[config.mk]
export PLATFORM = sky130hd
export DESIGN_NAME = pc_gen
export DESIGN_NICKNAME = d
export VERILOG_FILES = /design/src/rtl/pc_gen.sv
export SDC_FILE = /design/constraint.sdc
export NUM_CORES = 1
export LEC_CHECK = 0
export ABC_AREA = 1
export CORE_ASPECT_RATIO = 1.1
export CORE_MARGIN = 1
export CORE_UTILIZATION = 40
export CTS_CLUSTER_DIAMETER = 30
export DETAILED_ROUTE_END_ITERATION = 8
export DONT_BUFFER_PORTS = 1
export SLEW_MARGIN = 20
export SYNTH_ARGS = -nofsm -noshare
export SYNTH_HDL_FRONTEND = slang
export SYNTH_SLANG_ARGS = --single-unit
export TNS_END_PERCENT = 100
[constraint.sdc]
create_clock -name clk -period 2.5 [get_ports clk]
set_input_delay 0.25 -clock clk [delete_from_list [all_inputs] [get_ports clk]]
set_output_delay 0.25 -clock clk [all_outputs]
set_load 0.005 [all_outputs]
[src/rtl/pc_gen.sv]
// Fetch-stage program-counter generator: sequential step, stall, trap/branch redirect
// and imem valid/ready handshake. Define PC_MISALIGN_CHECK_EN to align loaded targets.
module pc_gen #(
    parameter int unsigned       XLEN         = 32,
    parameter logic [XLEN-1:0]   RESET_VECTOR = '0,
    parameter int unsigned       PC_INC       = 4
) (
    input  logic            clk,
    input  logic            rst_n,
    input  logic            en,
    input  logic            redirect_valid,
    input  logic [XLEN-1:0] redirect_pc,
    input  logic            trap_valid,
    input  logic [XLEN-1:0] trap_pc,
    input  logic            fetch_ready,
    output logic            fetch_valid,
    output logic [XLEN-1:0] pc_out,
    output logic [XLEN-1:0] pc_plus_inc,
    output logic            redirect_taken,
    output logic            misalign_err
);

    localparam logic [1:0] BOOT = 2'd0;
    localparam logic [1:0] RUN  = 2'd1;
    localparam logic [1:0] PEND = 2'd2;

    localparam logic [XLEN-1:0] INC = XLEN'(PC_INC);

    logic [1:0]      state_q, state_d;
    logic [XLEN-1:0] pc_q, pc_d;
    logic [XLEN-1:0] pend_q, pend_d;
    logic            rt_q;

    logic            redir;
    logic [XLEN-1:0] target;
    logic            load;
    logic [XLEN-1:0] load_src;
    logic [XLEN-1:0] load_pc;
    logic            load_mis;

    assign redir  = trap_valid | redirect_valid;
    assign target = trap_valid ? trap_pc : redirect_pc;

`ifdef PC_MISALIGN_CHECK_EN
    localparam logic [XLEN-1:0] ALIGN_MASK = (PC_INC == 2) ? XLEN'(1) : XLEN'(3);

    // Pending targets are stored raw and aligned at load time, so one check covers both paths.
    assign load_pc  = load_src & ~ALIGN_MASK;
    assign load_mis = |(load_src & ALIGN_MASK);
`else
    assign load_pc  = load_src;
    assign load_mis = 1'b0;
`endif

    always_comb begin
        state_d  = state_q;
        pc_d     = pc_q;
        pend_d   = pend_q;
        load     = 1'b0;
        load_src = target;
        case (state_q)
            BOOT: state_d = RUN;
            RUN: begin
                if (redir) begin
                    // Flush overrides stall: en plays no part in a redirect.
                    if (fetch_ready) begin
                        load = 1'b1;
                    end else begin
                        pend_d  = target;
                        state_d = PEND;
                    end
                end else if (en && fetch_ready) begin
                    pc_d = pc_plus_inc;
                end
            end
            PEND: begin
                if (redir) pend_d = target;
                if (fetch_ready) begin
                    load     = 1'b1;
                    load_src = redir ? target : pend_q;
                    state_d  = RUN;
                end
            end
            default: state_d = BOOT;
        endcase
        if (load) pc_d = load_pc;
    end

    always_ff @(posedge clk or negedge rst_n) begin
        if (!rst_n) begin
            state_q <= BOOT;
            pc_q    <= RESET_VECTOR;
            pend_q  <= '0;
            rt_q    <= 1'b0;
        end else begin
            state_q <= state_d;
            pc_q    <= pc_d;
            pend_q  <= pend_d;
            rt_q    <= load;
        end
    end

`ifdef PC_MISALIGN_CHECK_EN
    logic me_q;

    always_ff @(posedge clk or negedge rst_n) begin
        if (!rst_n) me_q <= 1'b0;
        else        me_q <= load & load_mis;
    end

    assign misalign_err = me_q;
`else
    logic unused_mis;
    assign unused_mis   = load_mis;
    assign misalign_err = 1'b0;
`endif

    assign fetch_valid    = (state_q != BOOT);
    assign pc_out         = pc_q;
    assign pc_plus_inc    = pc_q + INC;
    assign redirect_taken = rt_q;

endmodule
==> impl_metrics.yaml, run 1 <==
status:
  status: "finished clean"
setup_path:
  cp_max_fo: 5
  reg2reg_to: "pc_out[20]"
  cp-end-kind: "output pin"
  r2r_start: "state_q[0]"
  worstSetupStartpointType: "flop"
  cp.buffers_inverters: 1
  arrival_ps: 1990
  critical-path-top-delay-family: "simple AND/OR/NAND/NOR gates"
  critPathSlowestCell: "dfrtp_1"
  cp_slowest_stage_delay_ps: 430
  cp_data_required_time_ps: 2250
  rrSetupSlack_ps: 430
  crit_type: "flop to output pin"
  r2r_cells: 8
  crit_chain: "ha_1 > inv_1 > nor2_1 > nand2_1 > nor2_1 > nand2_1 > and2_1"
layout:
  multiInputGateArea_um2: 3060
  layout_commonest_cell: "nand2_1"
  instances_no_fill: 1014
  final_nets: 926
  finalInstanceArea_um2: 5670
  layout_common_cells: "nand2_1, nor2_1, o21ai_0"
  regArea_um2: 1680
  final_layout_size_suffix_gt1_frac: 0.0502
  num-fill-cells: 1336
  diodes: 0
  area_delta_synth_final_pct: 9.31
power_and_ir_drop:
  p_comb_frac: 0.471
  leakagePower_nw: 2.85
  p_seq_frac: 0.314
  powerDensity_nw_per_um2: 1190
  switching_share: 0.463
  power.total_w: 0.00672
  p_clk_frac: 0.216
  internal_power_w: 0.00361
  switchingPower_w: 0.00311
  vdd_drop_max_uv: 605
floorplan:
  dieArea_um2: 13400
  pin_count: 137
  fp-row-count: 43
  die_x_um: 111
  die_y_um: 121
  core_area_um2: 12600
  start_util: 0.410
logic_synthesis:
  yosysUniqueCellTypes: 37
  synth.top_cell.area_share: 0.323
  synth-seq-area-share: 0.323
  synth.net_count: 940
  synthArstFlopShare: 1.00
  synth.largest_area_cell: "dfrtp_1"
  netlist_area_um2: 5190
  synthCells: 866
  yosys_register_bits: 67
  ys.flop_type: "dfrtp_1"
  avgSynthCellArea_um2: 5.99
  synth.yosys.warnings: 0
  synth.area.top_cells: "dfrtp_1, nand2_1, nor2_1"
  synth_edf_count: 0
hold_path:
  whs_path_depth: 3
  holdCritStartpoint: "fetch_ready"
  min_to: "state_q[1]"
  hp-class: "input pin to flop"
clock_tree:
  clock_sinks: 67
  post_cts_buffers: 0
  clk_latency_ps: 340
  cts_tree: "built"
  cts_resized: 0
  clock-root-buffer: "clkbuf_16"
  cts.clk_slew.worst_paths_ps: 60
  clk_path_buf_depth: 2
  hold_buffers: 2
  cts_buffers: 9
  h-tree-depth: 3
sta:
  setup_viol_count_final: 0
  period_needed_ps: 2240
  finalCritPeriodShare: 0.898
  final_max_slew_viol_count: 0
  fmax_mhz: 446
  rsz0062_at_grt: "false"
  tightest_slew_ps: 627
  finClkSkew_ps: 4.63
  fin_tns_setup_ps: 0
  holdWs_ps: 147
  maxSlewHeadroom: 0.582
  hold_viol: 0
routing:
  post-route-drc-count: 0
  viasPerCell: 5.28
  routed_wirelength_mm: 16.0
  drtIter0Drc: 410
  first_pass_iters: 6
  routed-via-count: 5354
  ant_nets: 0
  avgRoutedWirePerCell_um: 15.8
global_route:
  grt_max_degree: 68
  grt_usage: 0.249
  grt_pass1_wl_mm: 26.2
  grt_pass1_vias: 4879
  antenna_found_initial: 0
  overflow: 0
placement:
  gp_congestion: 0.876
  io_buffers: 0
  dp_hpwl_mm: 11.8
  placed_cell_area_um2: 5290
  dp_cells: 996
flow_run:
  maxCapViolCount: 0
## flip-flops by register name, indices dropped and copies added, names as in the netlist
signal	count
pend_q	32
state_q	2
pc_out	32
redirect_taken	1
## per-stage QoR
stage          worst slack (ps)   util
2_1_floorplan               757      -
3_3_place_gp                468  0.419
4_1_cts                     211  0.448
3_5_place_dp                445  0.419
5_1_grt                    16.5  0.448
6_report                    255  0.448
## area by class of cell
type,count,area share
clock inverter,3,0.0121
clock buffer,13,0.0477
inverter,63,0.0417
sequential,67,0.296
tap,157,0.0346
timing repair buffer,19,0.0291
multi-input combinational,692,0.539
## Yosys cell counts, types with 2 or more instances
cell type and n:
o21ai_1 2, o21a_1 2, a21oi_2 2, nand3_1 44
inv_2 2, o22ai_1 22, ha_1 4, buf_4 5
nand3b_1 4, nor2_1 144, inv_1 59, nand4_1 2
xnor2_1 4, buf_6 3, buf_2 14, o21ai_0 84
xor2_1 8, buf_1 2, a21oi_1 22, clkinv_1 2
nand2_1 331, o211ai_1 5, clkbuf_1 19, dfrtp_1 67
## logic make-up after synthesis
logic type	after synthesis	synth area share
xor+xnor	12	0.0203
other cells	1	0.000723
fa+ha+maj	4	0.00965
buf+inv	107	0.0890
flops	67	0.323
simple gates	532	0.406
compound gates	143	0.151
## per-layer routing
metal | global-route usage | wire length (µm)
met1 | 0.346 | 7550
met2 | 0.382 | 7140
met3 | 0.0435 | 980
met4 | 0.0983 | 375
met5 | 0 | 0
## power groups by stage
stage | sequential (W) | combinational (W) | clock (W)
floorplan | 0.00197 | 0.00243 | 0
global placement | 0.00211 | 0.00309 | 0
detailed placement | 0.00212 | 0.00311 | 0
CTS | 0.00210 | 0.00316 | 0.00147
global route | 0.00218 | 0.00362 | 0.00152
finish | 0.00211 | 0.00316 | 0.00145
## tightest hold or removal path: stages
cell,delay [ps]
o21bai_1,70
nand2_1,60
o21ai_0,70
## worst max path at each step
| stage | from | depth (start not counted) | slack, ps | end |
|---|---|---|---|---|
| floorplan | state_q[0] | 11 | 760 | pc_out[27] |
| finish | pc_out[3] | 7 | 260 | pc_plus_inc[14] |
| global placement | pc_out[3] | 9 | 470 | pc_out[22] |
| CTS | pc_out[3] | 7 | 210 | pc_plus_inc[14] |
| global route | pc_out[3] | 7 | 20 | pc_plus_inc[22] |
| detailed placement | state_q[0] | 8 | 450 | pc_out[20] |
(Power assumes the default switching activity.)
==> run 2, diff against run 1 <==
--- a/config.mk
+++ b/config.mk
@@ -8,7 +8,7 @@
 export ABC_AREA = 1
 export CORE_ASPECT_RATIO = 1.1
 export CORE_MARGIN = 1
-export CORE_UTILIZATION = 40
+export CORE_UTILIZATION = 35
 export CTS_CLUSTER_DIAMETER = 30
 export DETAILED_ROUTE_END_ITERATION = 8
 export DONT_BUFFER_PORTS = 1
==> run 2 against run 1 <==
Setup slack lost 6.9 ps. Combinational power is essentially flat. Core utilization shrank 5.6 points. Critical endpoint is now pc_plus_inc[13]. Via count shrank 1.1%. Highest routed layer unchanged.
==> impl_metrics.yaml, run 2 (synthesis results as in run 1) <==
power_and_ir_drop:
  vdd_drop_max_uv: 459
  leakagePower_nw: 2.83
  power.total_w: 0.00655
  powerDensity_nw_per_um2: 1160
floorplan:
  fp-row-count: 46
  pin_count: 137
  dieArea_um2: 15300
  start_util: 0.359
  die_x_um: 118
  core_area_um2: 14400
  die_y_um: 130
clock_tree:
  cts.clk_slew.worst_paths_ps: 50
  clock_sinks: 67
  h-tree-depth: 3
  clk_latency_ps: 330
  cts_buffers: 9
  clk_path_buf_depth: 2
  clock-root-buffer: "clkbuf_16"
  cts_tree: "built"
global_route:
  grt_usage: 0.217
  grt_max_degree: 68
  grt_pass1_vias: 4858
  antenna_found_initial: 0
  overflow: 0
  grt_pass1_wl_mm: 26.1
setup_path:
  cp_data_required_time_ps: 2250
  worstSetupStartpointType: "flop"
  arrival_ps: 2000
  crit_type: "flop to output pin"
  cp-end-kind: "output pin"
  cp_max_fo: 5
placement:
  dp_hpwl_mm: 12.0
  dp_cells: 1030
  io_buffers: 0
  gp_congestion: 0.873
sta:
  rsz0062_at_grt: "false"
  hold_viol: 0
  finClkSkew_ps: 6.18
  final_max_slew_viol_count: 0
  finalCritPeriodShare: 0.901
  fin_tns_setup_ps: 0
  fmax_mhz: 444
  period_needed_ps: 2250
  setup_viol_count_final: 0
layout:
  layout_common_cells: "nand2_1, nor2_1, o21ai_0"
  diodes: 0
  final_layout_size_suffix_gt1_frac: 0.0468
  layout_commonest_cell: "nand2_1"
  instances_no_fill: 1047
  num-fill-cells: 1561
  fin_util: 0.392
  final_nets: 925
  area_delta_synth_final_pct: 9.17
routing:
  routed-via-count: 5294
  first_pass_iters: 5
  viasPerCell: 5.06
  drtIter0Drc: 504
  ant_nets: 0
  routed_wirelength_mm: 16.3
  avgRoutedWirePerCell_um: 15.6
  post-route-drc-count: 0
flow_run:
  maxCapViolCount: 0
status:
  status: "finished clean"
hold_path:
  hp-class: "input pin to flop"
## run 2: changes by cell type in the layout (fill, tap and decap cells not counted)
cell / change
buf_4: -1
bufinv_16: -1
clkbuf_1: +1
clkbuf_8: -1
clkinv_2: +1
clkinv_4: -1
## run 2: power breakdown
part | switching (W) | total (W) | internal (W)
clock network | 0.000453 | 0.00127 | 0.000820
logic | 0.00212 | 0.00317 | 0.00105
registers | 0.000504 | 0.00211 | 0.00161
## run 2: worst max-delay path, stage by stage, from the launching register on
cell and delay [ps]:
dfrtp_1 450, nand2_1 140, nor2_1 320, nand2_1 100
nor2_1 280, xor2_1 290, inv_1 90
## run 2: layout make-up
| cell class | instances | area [µm²] | share of cell area |
|---|---|---|---|
| multi-input cells | 692 | 3060 | 0.540 |
| flip-flops and latches | 67 | 1680 | 0.296 |
| clock buffers | 13 | 260 | 0.0460 |
| repair buffers | 18 | 158 | 0.0278 |
| clock inverters | 2 | 35.0 | 0.00619 |
| well taps | 192 | 240 | 0.0424 |
| inverters | 63 | 236 | 0.0418 |
## run 2: repair_timing
item                      CTS  global route
buffers inserted            0             0
hold buffers                2             0
resized for setup           0             0
hold endpoints to repair   67             0
## run 2: per-layer routing
metal	vias up	GRT usage	part of all wire
met2	185	0.336	0.45
met4	0	0.0694	0.014
met1	2373	0.303	0.47
li1	2723	-	-
met5	-	0	0
met3	13	0.0445	0.061
## run 2: per-stage QoR
stage	hold WS [ps]	instance area, µm²	setup WS [ps]
global placement	-42.0	5330	515
global route	182	5660	37.9
detailed placement	-41.6	5330	517
floorplan	-45.6	5190	757
finish	172	5660	248
CTS	156	5660	210
## run 2: worst paths after layout
| check | startpoint | end | slack [ps] | depth (start not counted) |
|---|---|---|---|---|
| min in group asynchronous | rst_n | pend_q[6] | 460 | 2 |
| max | pc_out[10] | pc_plus_inc[13] | 250 | 6 |
| max reg2reg | state_q[1] | pc_out[12] | 500 | 11 |
| min | fetch_ready | state_q[1] | 170 | 3 |
| max in group asynchronous | rst_n | pc_out[23] | 1760 | 2 |
| min reg2reg | pend_q[23] | pend_q[23] | 480 | 2 |
==> run 3, diff against run 2 <==
--- a/config.mk
+++ b/config.mk
@@ -11,7 +11,6 @@
 export CORE_UTILIZATION = 35
 export CTS_CLUSTER_DIAMETER = 30
 export DETAILED_ROUTE_END_ITERATION = 8
-export DONT_BUFFER_PORTS = 1
 export SLEW_MARGIN = 20
 export SYNTH_ARGS = -nofsm -noshare
 export SYNTH_HDL_FRONTEND = slang
==> run 3 against run 2 <==
The run now ends with hold timing left. Setup slack worse by 160 ps. Register-to-register slack hardly changed. Cell count is 14% higher. Sequential cell count stayed put. Largest power group unchanged. Highest routed layer unchanged.
==> impl_metrics.yaml, run 3 (synthesis results as in run 1) <==
layout:
  final_layout_size_suffix_gt1_frac: 0.0832
  area_delta_synth_final_pct: 37.8
  layout_common_cells: "nand2_1, clkdlybuf4s50_1, nor2_1"
  layout_commonest_cell: "nand2_1"
  diodes: 0
  final_nets: 1071
routing:
  avgRoutedWirePerCell_um: 14.2
  routed-via-count: 5803
  routed_wirelength_mm: 16.9
  viasPerCell: 4.88
  post-route-drc-count: 0
  ant_nets: 0
  first_pass_iters: 5
  drtIter0Drc: 414
placement:
  dp_hpwl_mm: 12.8
  gp_congestion: 0.923
  io_buffers: 135
global_route:
  grt_max_degree: 42
  met3_usage: 0.0242
  overflow: 0
  grtUsageMet1: 0.307
  antenna_found_initial: 0
  grt_pass1_vias: 5322
  grt_usage: 0.226
  grt_pass1_wl_mm: 27.1
  use_met2: 0.366
  grt-busiest-layer: "met2"
floorplan:
  die_y_um: 130
  core_area_um2: 14400
  fp-row-count: 46
  die_x_um: 118
  dieArea_um2: 15300
  pin_count: 137
  start_util: 0.359
clock_tree:
  h-tree-depth: 3
  cts_buffers: 9
  cts.clk_slew.worst_paths_ps: 50
  cts_tree: "built"
  clk_path_buf_depth: 2
  clk_latency_ps: 330
  clock-root-buffer: "clkbuf_16"
  clock_sinks: 67
sta:
  maxSlewHeadroom: 0.514
  holdWs_ps: -23.6
  tightest_slew_ps: 729
  final_max_slew_viol_count: 0
  fin_tns_setup_ps: 0
  period_needed_ps: 2410
  finalCritPeriodShare: 0.965
  setup_viol_count_final: 0
  finClkSkew_ps: 6.00
  hold_viol: 25
  fmax_mhz: 414
power_and_ir_drop:
  vdd_drop_max_uv: 660
  leakagePower_nw: 3.38
  powerDensity_nw_per_um2: 1050
status:
  status: "finished with violations"
  violations: "hold timing"
setup_path:
  cp_max_fo: 4
  crit_type: "flop to output pin"
  reg2reg_to: "pc_out[25]"
  worstSetupStartpointType: "flop"
  arrival_ps: 2160
  rrSetupSlack_ps: 510
  r2r_start: "state_q[1]"
  cp_data_required_time_ps: 2250
  cp-end-kind: "output pin"
  r2r_cells: 9
flow_run:
  maxCapViolCount: 0
hold_path:
  hp-class: "input pin to async pin"
==> run 3: where the power goes <==
part,switching (W),internal [W]
sequential,0.000453,0.00162
combinational,0.00236,0.00200
clock,0.000441,0.000668
total,0.00325,0.00428
==> run 3: how the worst max path moves through the flow <==
stage / endpoint / startpoint / cells past startpoint / slack [ps]
after floorplan: pc_out[27] / state_q[0] / 11 / 760
after global placement: pc_plus_inc[14] / pc_out[3] / 8 / 300
after detailed placement: pc_plus_inc[16] / pc_out[3] / 6 / 240
after CTS: pc_plus_inc[16] / pc_out[3] / 6 / -20
after global routing: pc_plus_inc[20] / pc_out[2] / 8 / -9
final: pc_plus_inc[20] / pc_out[3] / 8 / 90
==> run 3: per-layer routing <==
layer / vias up / routed length (µm)
li1: 2997 / -
met1: 2585 / 7970
met2: 198 / 7710
met3: 23 / 794
met4: 0 / 446
met5: - / 0
==> run 3: timing repair <==
item	4_1_cts	5_1_grt
hold buffers	0	0
setup buffers	0	3
gates resized for setup	9	29
endpoints found under the setup margin	9	21
pin swaps	1	2
hold endpoints to repair	0	0
==> run 3: per-stage QoR <==
| step | utilization | instances | power [W] | worst slack (ps) | area [µm²] |
|---|---|---|---|---|---|
| floorplan | - | 866 | 0.00440 | 757 | 5190 |
| global placement | 0.469 | 1175 | 0.00630 | 297 | 6780 |
| detailed placement | 0.469 | 1175 | 0.00632 | 242 | 6780 |
| CTS | 0.488 | 1186 | 0.00746 | -22.1 | 7050 |
| global route | 0.495 | 1189 | 0.00817 | -8.51 | 7150 |
| finish | 0.495 | 1189 | 0.00753 | 87.1 | 7150 |
==> run 3: worst max-delay path, cell delays in order (launching register included) <==
cell and delay (ps):
dfrtp_1 390, ha_2 230, inv_1 100, nor2_4 150, nand3_2 120, nor2_1 150, xor2_1 200, inv_1 60
clkdlybuf4s50_1 440
==> run 3: final cells by class <==
class,instances,area (µm²)
multi-input cells,692,3150
well taps,192,240
flip-flops and latches,67,1680
repair buffers,164,1590
clock inverters,1,5.00
fillers,1498,7300
clock buffers,10,239
inverters,63,236
